### config.mk
export PLATFORM = sky130hd
export DESIGN_NAME = keypad_emulator
export DESIGN_NICKNAME = d
export VERILOG_FILES = /design/src/rtl/keypad_emulator.sv
export SDC_FILE = /design/constraint.sdc
export NUM_CORES = 1
export LEC_CHECK = 0
export ABC_AREA = 0
export CORE_UTILIZATION = 51
export CTS_BUF_LIST = sky130_fd_sc_hd__clkbuf_16
export CTS_CLUSTER_DIAMETER = 120
export DETAILED_ROUTE_END_ITERATION = 7
export GPL_TIMING_DRIVEN = 0
export PLACE_DENSITY = 0.78
export SLEW_MARGIN = 20
export SYNTH_ARGS = -nofsm -noshare
export SYNTH_HDL_FRONTEND = slang
export SYNTH_SLANG_ARGS = --single-unit
### constraint.sdc
create_clock -name fin -period 2.95 [get_ports fin]
set_input_delay 0.4425 -clock fin [delete_from_list [all_inputs] [get_ports fin]]
set_output_delay 0.4425 -clock fin [all_outputs]
set_load 0.05 [all_outputs]
### src/rtl/keypad_emulator.sv
// Responder side of a 3x4 keypad column scan: returns row lines for one scripted key press
// with bounce-in, stable hold, bounce-out and release gap phases.
//
// state      | meaning
// S_IDLE     | waiting for a request, key released, req_ready high
// S_BOUNCE_IN| contact bounce on press, key_down starts at 1 and toggles
// S_HOLD     | key held steady for max(req_hold,1) cycles
// S_BOUNCE_OUT| contact bounce on release, key_down starts at 0 and toggles
// S_GAP      | key released, settling time before done
module keypad_emulator #(
    parameter int HOLD_W        = 24,
    parameter int BOUNCE_CYC    = 16,
    parameter int BOUNCE_PERIOD = 4,
    parameter int GAP_CYC       = 8
) (
    input  logic              fin,
    input  logic              rst_n,
    input  logic [2:0]        scan_key,
    output logic [3:0]        touch_key,
    input  logic              req_valid,
    input  logic [3:0]        req_key,
    input  logic [HOLD_W-1:0] req_hold,
    output logic              req_ready,
    output logic              busy,
    output logic              done,
    output logic              err
);

    localparam int PH_MAX = (BOUNCE_CYC > GAP_CYC) ? BOUNCE_CYC : GAP_CYC;
    localparam int PH_W   = (PH_MAX > 2) ? $clog2(PH_MAX) : 1;
    localparam int PER_W  = (BOUNCE_PERIOD > 2) ? $clog2(BOUNCE_PERIOD) : 1;

    localparam bit HAS_BOUNCE = (BOUNCE_CYC > 0);
    localparam bit HAS_GAP    = (GAP_CYC > 0);

    localparam logic [PH_W-1:0]  BOUNCE_LOAD = PH_W'((BOUNCE_CYC > 0) ? BOUNCE_CYC - 1 : 0);
    localparam logic [PH_W-1:0]  GAP_LOAD    = PH_W'((GAP_CYC > 0) ? GAP_CYC - 1 : 0);
    localparam logic [PER_W-1:0] PER_LOAD    = PER_W'((BOUNCE_PERIOD > 0) ? BOUNCE_PERIOD - 1 : 0);

    typedef enum logic [2:0] {
        S_IDLE,
        S_BOUNCE_IN,
        S_HOLD,
        S_BOUNCE_OUT,
        S_GAP
    } state_t;

    state_t             state;
    logic               key_down;
    logic [3:0]         key_q;
    logic [HOLD_W-1:0]  hold_cnt;
    logic [PH_W-1:0]    ph_cnt;
    logic [PER_W-1:0]   per_cnt;
    logic               done_q;
    logic               err_q;

    logic [2:0]         key_col;
    logic [3:0]         key_row;
    logic [HOLD_W-1:0]  hold_load;

    assign hold_load = (req_hold == '0) ? '0 : req_hold - HOLD_W'(1);

    always_ff @(posedge fin) begin
        if (!rst_n) begin
            state    <= S_IDLE;
            key_down <= 1'b0;
            key_q    <= '0;
            hold_cnt <= '0;
            ph_cnt   <= '0;
            per_cnt  <= '0;
            done_q   <= 1'b0;
            err_q    <= 1'b0;
        end else begin
            done_q <= 1'b0;
            err_q  <= 1'b0;
            case (state)
                S_IDLE: begin
                    key_down <= 1'b0;
                    if (req_valid) begin
                        if (req_key > 4'd11) begin
                            err_q <= 1'b1;
                        end else begin
                            key_q    <= req_key;
                            hold_cnt <= hold_load;
                            key_down <= 1'b1;
                            per_cnt  <= PER_LOAD;
                            ph_cnt   <= BOUNCE_LOAD;
                            state    <= HAS_BOUNCE ? S_BOUNCE_IN : S_HOLD;
                        end
                    end
                end
                S_BOUNCE_IN: begin
                    if (ph_cnt == '0) begin
                        key_down <= 1'b1;
                        state    <= S_HOLD;
                    end else begin
                        ph_cnt <= ph_cnt - PH_W'(1);
                        if (per_cnt == '0) begin
                            key_down <= ~key_down;
                            per_cnt  <= PER_LOAD;
                        end else begin
                            per_cnt <= per_cnt - PER_W'(1);
                        end
                    end
                end
                S_HOLD: begin
                    if (hold_cnt == '0) begin
                        key_down <= 1'b0;
                        per_cnt  <= PER_LOAD;
                        if (HAS_BOUNCE) begin
                            ph_cnt <= BOUNCE_LOAD;
                            state  <= S_BOUNCE_OUT;
                        end else if (HAS_GAP) begin
                            ph_cnt <= GAP_LOAD;
                            state  <= S_GAP;
                        end else begin
                            done_q <= 1'b1;
                            state  <= S_IDLE;
                        end
                    end else begin
                        hold_cnt <= hold_cnt - HOLD_W'(1);
                    end
                end
                S_BOUNCE_OUT: begin
                    if (ph_cnt == '0) begin
                        key_down <= 1'b0;
                        if (HAS_GAP) begin
                            ph_cnt <= GAP_LOAD;
                            state  <= S_GAP;
                        end else begin
                            done_q <= 1'b1;
                            state  <= S_IDLE;
                        end
                    end else begin
                        ph_cnt <= ph_cnt - PH_W'(1);
                        if (per_cnt == '0) begin
                            key_down <= ~key_down;
                            per_cnt  <= PER_LOAD;
                        end else begin
                            per_cnt <= per_cnt - PER_W'(1);
                        end
                    end
                end
                S_GAP: begin
                    key_down <= 1'b0;
                    if (ph_cnt == '0) begin
                        done_q <= 1'b1;
                        state  <= S_IDLE;
                    end else begin
                        ph_cnt <= ph_cnt - PH_W'(1);
                    end
                end
                default: begin
                    key_down <= 1'b0;
                    state    <= S_IDLE;
                end
            endcase
        end
    end

    // Keys 10 ('*') and 11 ('#') sit on the bottom row beside 0.
    always_comb begin
        key_col = 3'b000;
        key_row = 4'b0000;
        case (key_q)
            4'd1, 4'd4, 4'd7, 4'd10: key_col = 3'b100;
            4'd2, 4'd5, 4'd8, 4'd0:  key_col = 3'b010;
            4'd3, 4'd6, 4'd9, 4'd11: key_col = 3'b001;
            default:                 key_col = 3'b000;
        endcase
        case (key_q)
            4'd1, 4'd2, 4'd3:        key_row = 4'b1000;
            4'd4, 4'd5, 4'd6:        key_row = 4'b0100;
            4'd7, 4'd8, 4'd9:        key_row = 4'b0010;
            4'd10, 4'd0, 4'd11:      key_row = 4'b0001;
            default:                 key_row = 4'b0000;
        endcase
    end

    // Non-one-hot scan patterns never match a column code, so they read as no key.
    assign touch_key = (key_down && (scan_key == key_col)) ? key_row : 4'b0000;
    assign req_ready = (state == S_IDLE);
    assign busy      = (state != S_IDLE);
    assign done      = done_q;
    assign err       = err_q;

endmodule

==> impl_metrics.tcl <==
set metrics [dict create \
    p_leak_nw 1.39 \
    utilization_pct 64.1 \
    finalCritPeriodShare_pct 95.1 \
    worst_pin_slew_ns 0.940 \
    synthesis.nets 457 \
    cts.htree.levels 2 \
    drv_cap 0 \
    num_vias 3298 \
    track_usage_pct 27.0 \
    netlist_instances 411 \
    viasPerCell 6.16 \
    synthFlopType "dfxtp_1" \
    cts.sinks 47 \
    reg2regPathDepth 11 \
    drive_gt1_share_pct 6.52 \
    min_period_ns 2.80 \
    synth-seq-cells 47 \
    hold_path_depth 2 \
    cts_root_buffer "clkbuf_16" \
    grt_pass1_wl_um 13500 \
    slew_violations 0 \
    synth_enable_flop_cells 0 \
    slew-limit-headroom_pct 36.8 \
    initial_core_util_pct 53.0 \
    synthArstFlopShare_pct 0 \
    ys_seq_area_share_pct 29.8 \
    die_h_um 80.7 \
    synth-simple-area-share_pct 28.8 \
    synth_mux_area_share_pct 1.90 \
    reg2reg_setup_slack_ns 0.29 \
    cpPeakStageDelay_ns 0.54 \
    worstPathRequired_ns 3.13 \
    cts_hold_buf 0 \
    fin_skew_ns 0.00489 \
    post-place-ws_ns -0.226 \
    insertion_delay_ns 0.29 \
    yosysUniqueCellTypes 54 \
    routedWlPerCell_um 15.9 \
    fp-row-count 28 \
    final_common_cell "dfxtp_1" \
    fp.dieW_um 80.7 \
    synth-warning-count 0 \
    drt_wl_total_um 8530 \
    diodes 0 \
    cp-start-kind "primary input" \
    fin_hold_ws_ns 0.455 \
    drt_iter0_drc 267 \
    cts.path.max_buffers 2 \
    synth_top_family_by_area "simple AND/OR/NAND/NOR gates" \
    fin_nets 505 \
    min_from "per_cnt[1]" \
    grt.overflow.total 0 \
    grt_max_degree 14 \
    io_pins 42 \
    cellPowerDensity_nw_per_um2 549 \
    end_kind "flip-flop" \
    status "finished, final reports clean" \
    postCtsSetupRepairBufs 0 \
    place.port_buffers 41 \
    layout_common_cells "47 x dfxtp_1, 43 x nand2_1, 41 x clkdlybuf4s50_1, 39 x nor2_1, 32 x o21ai_0" \
    area_growth_syn_to_layout_pct 20.9 \
    worst_path_max_delay_cell "nor4_2" \
    cp.depth 7 \
    path_buf_inv 2 \
    clkTransAtPathRegs_ns 0.06 \
    crit_type "in2reg" \
    critPathTopFamily "simple AND/OR/NAND/NOR gates" \
    cp_data_arrival_time_ns 2.99 \
    rsz0062_at_grt "no" \
    synth_xor_area_share_pct 6.93 \
    cts_tree "yes" \
    ant_nets 0 \
    synth_compound_area_share_pct 22.6 \
    setup_viol 0 \
    worst_slack_ns 0.146 \
    path_cells "clkdlybuf4s50_1, nor4_2, nand4b_1, o31ai_4, buf_4, o21ai_0, a32o_1" \
    syn_area_per_cell_um2 7.68 \
    hold_violations 0 \
    r2r_start "state[1]" \
    dieArea_um2 6510 \
    synthAdderAreaFrac_pct 4.75 \
    netlist_area_um2 3160 \
    hold_path.class "reg2reg" \
    crit_fanout 10 \
    gp_congestion 0.966 \
    timing.rr.end "key_col[0]" \
    drt_first_pass_iters 5 \
    dp_hpwl_um 6320 \
    max_freq_ghz 0.357 \
    cts_made_buffers 5 \
    first_global_vias 2912 \
    antenna_found_initial 0 \
    finalPower_mw 2.10 \
    vdd_ir_drop_max_mv 0.438 \
    drc 0 \
    hold_end "per_cnt[1]" \
    coreArea_um2 5960 \
]
==> worst max-delay path by stage <==
| stage | slack (ns) | start | endpoint |
|---|---|---|---|
| 2_1_floorplan | 0.52 | state[0] | key_col[2] |
| 6_report | 0.15 | req_hold[4] | hold_cnt[15] |
| 3_5_place_dp | -0.23 | req_valid | key_col[2] |
| 5_1_grt | 0.02 | req_hold[4] | hold_cnt[14] |
| 3_3_place_gp | -0.16 | req_valid | key_col[2] |
| 4_1_cts | 0.07 | req_valid | key_col[2] |
==> cell usage after synthesis, types with 7 or more instances <==
| master | count | share of area (%) |
|---|---|---|
| a21oi_1 | 26 | 4.1 |
| clkbuf_1 | 11 | 1.3 |
| dfxtp_1 | 47 | 30 |
| ha_1 | 12 | 4.8 |
| inv_1 | 17 | 2.0 |
| nand2_1 | 43 | 5.1 |
| nor2_1 | 40 | 4.8 |
| nor3_1 | 26 | 4.1 |
| nor4_1 | 8 | 1.6 |
| o211ai_1 | 7 | 1.7 |
| o21ai_0 | 32 | 5.1 |
| o22ai_1 | 8 | 1.6 |
| or3_1 | 8 | 1.6 |
| xnor2_1 | 13 | 3.6 |
| xor2_1 | 12 | 3.3 |
==> cell type report <==
type / count / area [um^2]
fillers: 540 / 2140
multi-input cells: 327 / 2070
flip-flops and latches: 47 / 941
repair buffers: 41 / 410
clock buffers: 5 / 125
plain buffers: 20 / 101
well taps: 75 / 93.8
inverters: 17 / 63.8
clock inverters: 3 / 12.5
==> metrics by stage <==
| step | setup TNS (ns) | cell area (um^2) | cells |
|---|---|---|---|
| floorplan | 0 | 3160 | 411 |
| global placement | -1.15 | 3660 | 527 |
| detailed placement | -2.06 | 3660 | 527 |
| CTS | 0 | 3800 | 535 |
| global route | 0 | 3820 | 535 |
| finish | 0 | 3820 | 535 |
==> kinds of logic after synthesis <==
family / after synthesis
buf+inv: 37
fa+ha+maj: 12
flops: 47
mux: 6
compound gates: 110
xor+xnor: 25
simple gates: 174
==> report_power, final <==
group	switching, mW	internal, mW	total [mW]
sequential	0.0659	0.715	0.781
clock	0.241	0.307	0.548
combinational	0.469	0.297	0.766
==> what timing repair did <==
item	4_1_cts	5_1_grt
gates resized for setup	0	3
hold endpoints to repair	0	0
endpoints found under the setup margin	0	12
==> registers in the layout, summed over array words and instances (netlist names) <==
register / cells
done: 1
err: 1
hold_cnt: 24
key_col: 3
key_down: 1
key_q: 4
key_row: 4
per_cnt: 2
ph_cnt: 4
state: 3
==> metal layers <==
metal	GRT usage [%]	wire (um)	share of wire, %
met5	0	0	0
met1	36.3	3790	44
met4	6.25	94	1.1
met2	44.7	4030	47
met3	4.43	619	7.3
==> worst register-to-register path, stage by stage (launching register included) <==
cell and delay, ns:
dfxtp_1 0.30, clkbuf_1 0.18, or4b_1 0.51, clkbuf_1 0.16, nand2b_1 0.15, buf_2 0.17, mux2i_1 0.15, nor2_1 0.26
inv_1 0.17, ha_1 0.24, mux2i_1 0.15, o22ai_1 0.11
Power figures use the tool's default switching activity.
